`src/rtl/clint_timer.sv`:
```
// clint_timer: core-local interruptor holding mtime/mtimecmp/msip behind
// a single-outstanding valid/ready MMIO port; drives MTIP and MSIP.
module clint_timer #(
    parameter int unsigned          ADDR_W   = 32,
    parameter logic [ADDR_W-1:0]    BASE     = ADDR_W'(32'h0200_0000),
    parameter int unsigned          TICK_DIV = 1
) (
    input  logic              clk,
    input  logic              rst,
    input  logic              req_valid,
    output logic              req_ready,
    input  logic              req_we,
    input  logic [ADDR_W-1:0] req_addr,
    input  logic [63:0]       req_wdata,
    input  logic [7:0]        req_wstrb,
    output logic              resp_valid,
    input  logic              resp_ready,
    output logic [63:0]       resp_rdata,
    output logic              resp_err,
    output logic              mtime_intr_o,
    output logic              msip_o
);

    localparam int unsigned PW =
        (TICK_DIV > 1) ? $clog2(TICK_DIV) : 1;
    localparam logic [PW-1:0] PMAX = PW'(TICK_DIV - 1);

    localparam logic [ADDR_W-1:0] OFF_MSIP = ADDR_W'(16'h0000);
    localparam logic [ADDR_W-1:0] OFF_CMP  = ADDR_W'(16'h4000);
    localparam logic [ADDR_W-1:0] OFF_TIME = ADDR_W'(16'hBFF8);

    typedef enum logic {
        IDLE,
        RESP
    } state_e;

    state_e        state_q, state_d;
    logic [63:0]   mtime_q, mtime_d;
    logic [63:0]   mtimecmp_q, mtimecmp_d;
    logic          msip_q, msip_d;
    logic [PW-1:0] presc_q, presc_d;
    logic [63:0]   rdata_q, rdata_d;
    logic          err_q, err_d;
    logic          intr_q, intr_d;
    logic          msip_o_q, msip_o_d;

    logic              accept;
    logic              tick;
    logic              hit_msip;
    logic              hit_cmp;
    logic              hit_time;
    logic              bad;
    logic              wr;
    logic [ADDR_W-1:0] offset;
    logic [63:0]       wmask;
    logic [63:0]       rd_val;
    logic [63:0]       msip_new;

    assign req_ready = (state_q == IDLE) | resp_ready;
    assign accept    = req_valid & req_ready;

    assign offset   = req_addr - BASE;
    assign hit_msip = (offset == OFF_MSIP);
    assign hit_cmp  = (offset == OFF_CMP);
    assign hit_time = (offset == OFF_TIME);
    assign bad      = (req_addr[2:0] != 3'b000)
                    | ~(hit_msip | hit_cmp | hit_time);
    // An empty strobe is a legal no-op, so it must not disturb the prescaler
    assign wr       = accept & req_we & ~bad & (|req_wstrb);

    assign tick = (presc_q == PMAX);

    always_comb begin
        wmask = '0;
        for (int i = 0; i < 8; i++) begin
            wmask[i*8 +: 8] = {8{req_wstrb[i]}};
        end
    end

    always_comb begin
        rd_val = mtime_q;
        unique case (1'b1)
            hit_msip: rd_val = {63'b0, msip_q};
            hit_cmp:  rd_val = mtimecmp_q;
            default:  rd_val = mtime_q;
        endcase
    end

    assign msip_new = ({63'b0, msip_q} & ~wmask)
                    | (req_wdata & wmask);

    always_comb begin
        state_d = state_q;
        unique case (state_q)
            IDLE: if (accept) state_d = RESP;
            RESP: if (resp_ready && !accept) state_d = IDLE;
            default: state_d = IDLE;
        endcase
    end

    always_comb begin
        rdata_d = rdata_q;
        err_d   = err_q;
        if (accept) begin
            err_d   = bad;
            rdata_d = (!req_we && !bad) ? rd_val : 64'd0;
        end
    end

    always_comb begin
        presc_d    = tick ? '0 : presc_q + 1'b1;
        mtime_d    = mtime_q + {63'b0, tick};
        mtimecmp_d = mtimecmp_q;
        msip_d     = msip_q;
        // A software write to mtime overrides the tick and realigns it
        if (wr && hit_time) begin
            mtime_d = (mtime_q & ~wmask) | (req_wdata & wmask);
            presc_d = '0;
        end
        if (wr && hit_cmp) begin
            mtimecmp_d = (mtimecmp_q & ~wmask)
                       | (req_wdata & wmask);
        end
        if (wr && hit_msip) begin
            msip_d = msip_new[0];
        end
    end

    assign intr_d   = (mtime_q >= mtimecmp_q);
    assign msip_o_d = msip_q;

    always_ff @(posedge clk or negedge rst) begin
        if (!rst) begin
            state_q    <= IDLE;
            mtime_q    <= '0;
            mtimecmp_q <= '1;
            msip_q     <= 1'b0;
            presc_q    <= '0;
            rdata_q    <= '0;
            err_q      <= 1'b0;
            intr_q     <= 1'b0;
            msip_o_q   <= 1'b0;
        end else begin
            state_q    <= state_d;
            mtime_q    <= mtime_d;
            mtimecmp_q <= mtimecmp_d;
            msip_q     <= msip_d;
            presc_q    <= presc_d;
            rdata_q    <= rdata_d;
            err_q      <= err_d;
            intr_q     <= intr_d;
            msip_o_q   <= msip_o_d;
        end
    end

    assign resp_valid   = (state_q == RESP);
    assign resp_rdata   = rdata_q;
    assign resp_err     = err_q;
    assign mtime_intr_o = intr_q;
    assign msip_o       = msip_o_q;

endmodule
```
`config.mk`:
```
export PLATFORM = sky130hd
export DESIGN_NAME = clint_timer
export DESIGN_NICKNAME = d
export VERILOG_FILES = /design/src/rtl/clint_timer.sv
export SDC_FILE = /design/constraint.sdc
export NUM_CORES = 1
export LEC_CHECK = 0
export ABC_AREA = 1
export CAP_MARGIN = 0
export CORE_MARGIN = 5
export CORE_UTILIZATION = 46
export CTS_CLUSTER_DIAMETER = 80
export CTS_CLUSTER_SIZE = 10
export DETAILED_ROUTE_END_ITERATION = 8
export GPL_TIMING_DRIVEN = 0
export PLACE_DENSITY = 0.69
export SYNTH_ARGS = -nofsm -noshare
export SYNTH_HDL_FRONTEND = slang
export SYNTH_SLANG_ARGS = --single-unit
```
`constraint.sdc`:
```
create_clock -name clk -period 5 [get_ports clk]
set_input_delay 0.5 -clock clk [delete_from_list [all_inputs] [get_ports clk]]
set_output_delay 0.5 -clock clk [all_outputs]
set_load 0.05 [all_outputs]
```
# [Word level (Yosys, flattened, before mapping)]
# Cells that the tools add are included.
[word_totals] regBits=198 in_bits=109 out_inout_bits=69 wordCells=54
[classes] addsub=3 muxes=8 n_reduce_logical=11 n_lt_le_gt_ge=1 n_eq_ne=2 bitwise_logic=20
[op_table] cell="$and 64x64->64" n=3
[op_table] cell="$mux 64" n=2
[op_table] cell="$or 64x64->64" n=2
[op_table] cell="$pmux 64 s2" n=1
[op_table] cell="$add 64x1->64" n=1
[op_table] cell="$ge 64x64->1" n=1
[op_table] cell="$not 64->64" n=1
[op_table] cell="$eq 32x15->1 const B" n=1
[op_table] cell="$eq 32x16->1 const B" n=1
[op_table] cell="$logic_not 32->1" n=1
[op_table] cell="$sub 32x26->32 const B" n=1
[op_table] cell="$reduce_or 8->1" n=1
[op_table] cell="$and 1x1->1" n=5
[op_table] cell="$logic_and 1x1->1" n=5
[op_table] cell="$or 1x1->1" n=5
[op_table] cell="$mux 1" n=4
[op_table] cell="$not 1->1" n=4
[op_table] cell="$logic_not 1->1" n=3
[op_table] cell="$reduce_bool 3->1" n=1
[op_table] cell="$pmux 1 s2" n=1
[op_table] cell="$add 1x1->1 const B" n=1

# [Logic depth before layout (Yosys ltp)]
# Gate-level depths: netlist (run 1).
[depth] word_depth=11 ltp_mapped=16 mapped_depth_nobuf=15

# [Worst setup path after synthesis (run 1)]
# Ideal clock, no wire load.
[synth_timing] kind="reg-to-reg" from="register state_q, in the netlist resp_valid" to="register with a tool-made name" t_arrival_ns=2.068 setup_ns=0.117 path_stages_with_launch=9 required_time_ns=4.883 setup_slack_ns=2.816 period_less_slack_ns=2.184 n_path_buf=2 cell_sequence="dfrtp_1 nand2_1 nand2_1 nor2_1 buf_4 buf_2 o2111ai_1 nand2_1 nand2_1"
[synth_rtl] item="from (decl)" line_no="37" text="state_e state_q, state_d;"
[synth_rtl] item="from (signal assigned)" line_no="144" text="state_q <= state_d;"

==> flow_metrics.py, run 1 <==
metrics = {
    "clock_tree": {
        "h-tree-depth": 4,
        "cts_num_sinks": 197,
        "clkTransAtPathRegs_ps": 80,
        "postCtsHoldBufs": 0,
        "cts_resized": 0,
        "cts.root.buffer_cell": "clkbuf_16",
        "clock_path_buffers": 2,
        "cts_made_buffers": 17,
        "post-cts-setup-buffers": 0,
        "cts_tree": "built",
        "clock_latency_ps": 460,
    },
    "timing": {
        "maxSlewViolCount": 0,
        "finalHoldViolCount": 0,
        "max_freq_ghz": 0.324,
        "grt_setup_unrepaired": "no",
        "finalSetupTns_ps": 0,
        "period_minus_slack_ps": 3080,
        "period_share": 0.617,
        "skew_ps": 14.5,
        "worstMarginPinSlew_ps": 1090,
        "setup_violations": 0,
        "maxSlewHeadroom": 0.271,
    },
    "route": {
        "wire_per_inst_um": 17.0,
        "drt.antenna.violating_nets": 0,
        "wirelength_um": 43800,
        "viasPerCell": 5.09,
        "first_pass_iters": 5,
        "vias": 13100,
        "route.detailed.drc": 0,
        "drt_iter0_drc": 1154,
    },
    "pwr": {
        "ir_worst_vdd_mv": 0.188,
        "p_leak_nw": 8.27,
        "power_mw": 3.33,
        "p_per_area_nw_per_um2": 204,
    },
    "synthesis": {
        "syn_inst": 1980,
        "syn_area_per_cell_um2": 6.80,
        "ys_seq_area_frac": 0.372,
        "synth_fp_nets": 2155,
        "yosysWarningCount": 0,
        "synth_seq_cells": 197,
        "syn_area_um2": 13500,
        "yosysUniqueCellTypes": 40,
    },
    "floorplanning": {
        "dieArea_um2": 32800,
        "fp.dieW_um": 181,
        "fp.dieH_um": 181,
        "start_util": 0.467,
        "pin_count": 178,
        "core_area_um2": 28800,
        "fp-row-count": 62,
    },
    "worst_setup_path": {
        "crit_path_start_kind": "primary input",
        "rr_worst_depth": 11,
        "worstSetupPathType": "in -> reg",
        "critical_path_required_ps": 5390,
        "arrival_ps": 3470,
        "r2r_slack_ps": 2120,
        "endpoint_kind": "flip-flop",
        "crit_fanout": 10,
    },
    "finish": {
        "final_nets": 2349,
        "syn_to_final_growth_pct": 21.3,
        "layout_common_cells": "822 x nand2_1, 251 x inv_1, 189 x nor2_1",
        "final_common_cell": "nand2_1",
        "drive_above_1_share": 0.0727,
        "diodes": 0,
    },
    "place": {
        "dp_hpwl_um": 34600,
        "port_buffers": 174,
        "gp_congestion": 0.975,
    },
    "grt": {
        "antenna_found_initial": 1,
        "grt_pass1_vias": 12700,
        "grt_pass1_wl_um": 69200,
        "grt_max_degree": 107,
        "overflow": 0,
        "grt_usage": 0.266,
    },
    "status": {
        "outcome": "finished, final reports clean",
    },
    "hold_path": {
        "hp-class": "in -> async",
    },
    "run": {
        "drv_cap": 0,
    },
}
==> layer usage <==
metal  vias up  GRT usage  wire length [µm]
li1       6547          -                 -
met1      6097      0.379             20500
met2       396      0.423             19800
met3        53     0.0450              2560
met4         0     0.0657               917
met5         -          0                 0
==> area by class of cell <==
| type | instances | area (µm²) |
|---|---|---|
| Buffer | 66 | 380 |
| Tap cell | 384 | 480 |
| Fill cell | 2808 | 12500 |
| Multi-Input combinational cell | 1463 | 7110 |
| Inverter | 254 | 955 |
| Clock buffer | 19 | 443 |
| Sequential cell | 197 | 5010 |
| Clock inverter | 13 | 170 |
| Timing Repair Buffer | 175 | 1770 |
==> worst max path at each step <==
stage / from / to / depth (start not counted) / slack [ps]
after floorplan: resp_valid$_DFF_PN0_ / flip-flop / 8 / 2820
after global placement: rst / resp_rdata[21]$_DFFE_PN0P_ / 1 / -4930
after detailed placement: req_addr[25] / flip-flop / 17 / 1470
after CTS: req_addr[25] / flip-flop / 17 / 1940
after global routing: req_addr[25] / flip-flop / 17 / 1760
final: req_addr[25] / flip-flop / 17 / 1920
==> kinds of logic after synthesis <==
group           synth area share
simple gates               0.355
buf+inv                   0.0992
flops                      0.372
compound gates            0.0725
fa+ha+maj                 0.0614
xor+xnor                  0.0397
==> worst max-delay path, cell delays in order <==
cell             delay (ps)
clkdlybuf4s50_1         480
inv_1                    50
ha_1                    260
nand2_1                  40
inv_1                    40
nand2_1                  40
nor2_1                  120
nand3_1                 190
nor2_4                  170
nand2_2                 300
clkinv_2                300
nand3_2                 250
inv_2                   230
buf_6                   210
nand2_4                 130
nand2_1                 100
nand2_1                  50
==> cell usage after synthesis, drive strengths merged <==
cell type | n | area share
nand3 | 73 | 0.028
xor2 | 40 | 0.026
nand4 | 22 | 0.014
o2111ai | 24 | 0.016
xnor2 | 21 | 0.014
buf | 36 | 0.020
a21o | 1 | 0.00056
a21oi | 31 | 0.012
clkbuf | 30 | 0.0084
and2 | 1 | 0.00047
dfrtp | 133 | 0.25
inv | 252 | 0.070
and3 | 3 | 0.0014
nand3b | 3 | 0.0017
nor4 | 4 | 0.0019
or2 | 2 | 0.00093
nand2 | 826 | 0.23
a41oi | 1 | 0.00065
nor3 | 32 | 0.013
clkinv | 2 | 0.00065
nor2 | 199 | 0.061
dfstp | 64 | 0.12
o211ai | 5 | 0.0028
o21ai | 109 | 0.041
ha | 66 | 0.061
==> power breakdown <==
group	internal, mW	total [mW]	switching, mW
Combinational	0.0950	0.222	0.127
Sequential	1.60	1.60	0.000299
Clock	0.811	1.51	0.704
==> per-stage QoR <==
stage	instances	area, µm²	hold WS (ps)	setup slack (ps)	utilization
after global routing	2571	16300	112	1760	0.567
final	2571	16300	40.8	1920	0.567
after global placement	2538	15700	401	-4930	0.545
after floorplan	1980	13500	204	2820	-
after detailed placement	2539	15700	402	1470	0.546
after CTS	2571	16300	81.3	1940	0.567
(Power assumes the default switching activity.)
==> inputs of run 2 (changes only) <==
==> constraint.sdc (replaced) <==
create_clock -name clk -period 3.18 [get_ports clk]
set_input_delay 0.318 -clock clk [delete_from_list [all_inputs] [get_ports clk]]
set_output_delay 0.318 -clock clk [all_outputs]
set_load 0.05 [all_outputs]
==> flow_metrics.py, run 2 (same netlist as run 1, synthesis figures left out) <==
metrics = {
    "status": {
        "outcome": "finished, final reports clean",
    },
    "route": {
        "viasPerCell": 5.11,
        "route.detailed.drc": 0,
        "vias": 13100,
        "drt.antenna.violating_nets": 0,
        "wire_per_inst_um": 17.0,
        "drt_iter0_drc": 1090,
        "first_pass_iters": 6,
        "wirelength_um": 43700,
    },
    "finish": {
        "final_common_cell": "nand2_1",
        "fill_cells": 2807,
        "layout_common_cells": "822 x nand2_1, 251 x inv_1, 189 x nor2_1",
        "diodes": 0,
        "stdcell_count": 2572,
        "final_util": 0.567,
        "final_nets": 2350,
        "multi_input_area_um2": 7110,
        "syn_to_final_growth_pct": 21.4,
        "drive_above_1_share": 0.0727,
        "regArea_um2": 5010,
        "fin_area_um2": 16300,
    },
    "clock_tree": {
        "cts_resized": 0,
        "clock_latency_ps": 460,
        "postCtsHoldBufs": 1,
        "cts_made_buffers": 17,
        "cts_num_sinks": 197,
        "cts_tree": "built",
        "clock_path_buffers": 2,
        "cts.root.buffer_cell": "clkbuf_16",
        "post-cts-setup-buffers": 0,
        "h-tree-depth": 4,
        "clkTransAtPathRegs_ps": 80,
    },
    "worst_setup_path": {
        "worstSetupPathType": "in -> reg",
        "arrival_ps": 3280,
        "critical_path_required_ps": 3570,
        "crit_path_start_kind": "primary input",
        "endpoint_kind": "flip-flop",
        "rr_worst_depth": 11,
        "r2r_slack_ps": 310,
        "crit_fanout": 10,
    },
    "timing": {
        "finalHoldViolCount": 0,
        "worstMarginPinSlew_ps": 1090,
        "maxSlewHeadroom": 0.272,
        "max_freq_ghz": 0.345,
        "grt_setup_unrepaired": "no",
        "period_minus_slack_ps": 2900,
        "timing.hold.ws_ps": 335,
        "period_share": 0.912,
        "maxSlewViolCount": 0,
        "finalSetupTns_ps": 0,
        "setup_violations": 0,
        "fin_ws_ps": 281,
        "skew_ps": 13.3,
    },
    "grt": {
        "grt_usage": 0.266,
        "grt_pass1_wl_um": 69300,
        "grt_pass1_vias": 12700,
        "antenna_found_initial": 1,
        "overflow": 0,
        "grt_max_degree": 107,
    },
    "hold_path": {
        "holdCritStartpoint": "req_wstrb[1]",
        "hold_depth": 4,
        "hp-class": "in -> reg",
    },
    "place": {
        "dp_hpwl_um": 34600,
        "gp_congestion": 0.975,
        "preCtsSetupSlack_ps": -165,
        "port_buffers": 174,
        "dpl.cell_count": 2539,
        "placed_area_um2": 15700,
    },
    "pwr": {
        "p_per_area_nw_per_um2": 321,
        "power_mw": 5.24,
        "p_leak_nw": 8.28,
        "ir_worst_vdd_mv": 0.296,
    },
    "floorplanning": {
        "fp-row-count": 62,
        "core_area_um2": 28800,
        "start_util": 0.467,
        "fp.dieH_um": 181,
        "fp.dieW_um": 181,
        "dieArea_um2": 32800,
        "pin_count": 178,
    },
    "run": {
        "drv_cap": 0,
    },
}
[run 2: cell types whose count changed in the layout (fill, tap and decap cells not counted), sizes merged]
| cell | before | now |
|---|---|---|
| dlygate4sd3 | 0 | 1 |
[run 2: cell type report]
cell class                 count  area share
multi-input combinational   1463       0.435
clock buffer                  19      0.0271
tap                          384      0.0294
timing repair buffer         176       0.109
sequential                   197       0.307
buffer                        66      0.0233
clock inverter                13      0.0104
inverter                     254      0.0585
[run 2: worst max-delay path, stage by stage]
cell and delay (ps):
clkdlybuf4s50_1 480, inv_1 50, ha_1 260, nand2_1 40, inv_1 40, nand2_1 40
nor2_1 120, nand3_1 190, nor2_4 170, nand2_2 300, clkinv_2 300, nand3_2 250
inv_2 230, buf_6 210, nand2_4 130, nand2_1 100, nand2_1 50
[run 2: worst max-delay path by stage]
stage | start | to | cells past startpoint
3_5_place_dp | req_addr[25] | flip-flop | 17
3_3_place_gp | rst | resp_rdata[21]$_DFFE_PN0P_ | 1
6_report | req_addr[25] | flip-flop | 17
4_1_cts | req_addr[25] | flip-flop | 17
5_1_grt | flip-flop | flip-flop | 11
2_1_floorplan | resp_valid$_DFF_PN0_ | flip-flop | 8
[run 2: where the power goes]
group	total [mW]	internal, mW	switching [mW]
Clock	2.38	1.27	1.10
Combinational	0.350	0.150	0.200
Sequential	2.51	2.51	0.000470
[run 2: metal layers]
metal  global-route usage  vias to the layer above  wire [µm]
li1                     -                     6551          -
met2                0.424                      414      19700
met5                    0                        -          0
met1                0.380                     6117      20400
met3               0.0448                       50       2700
met4               0.0657                        0        921
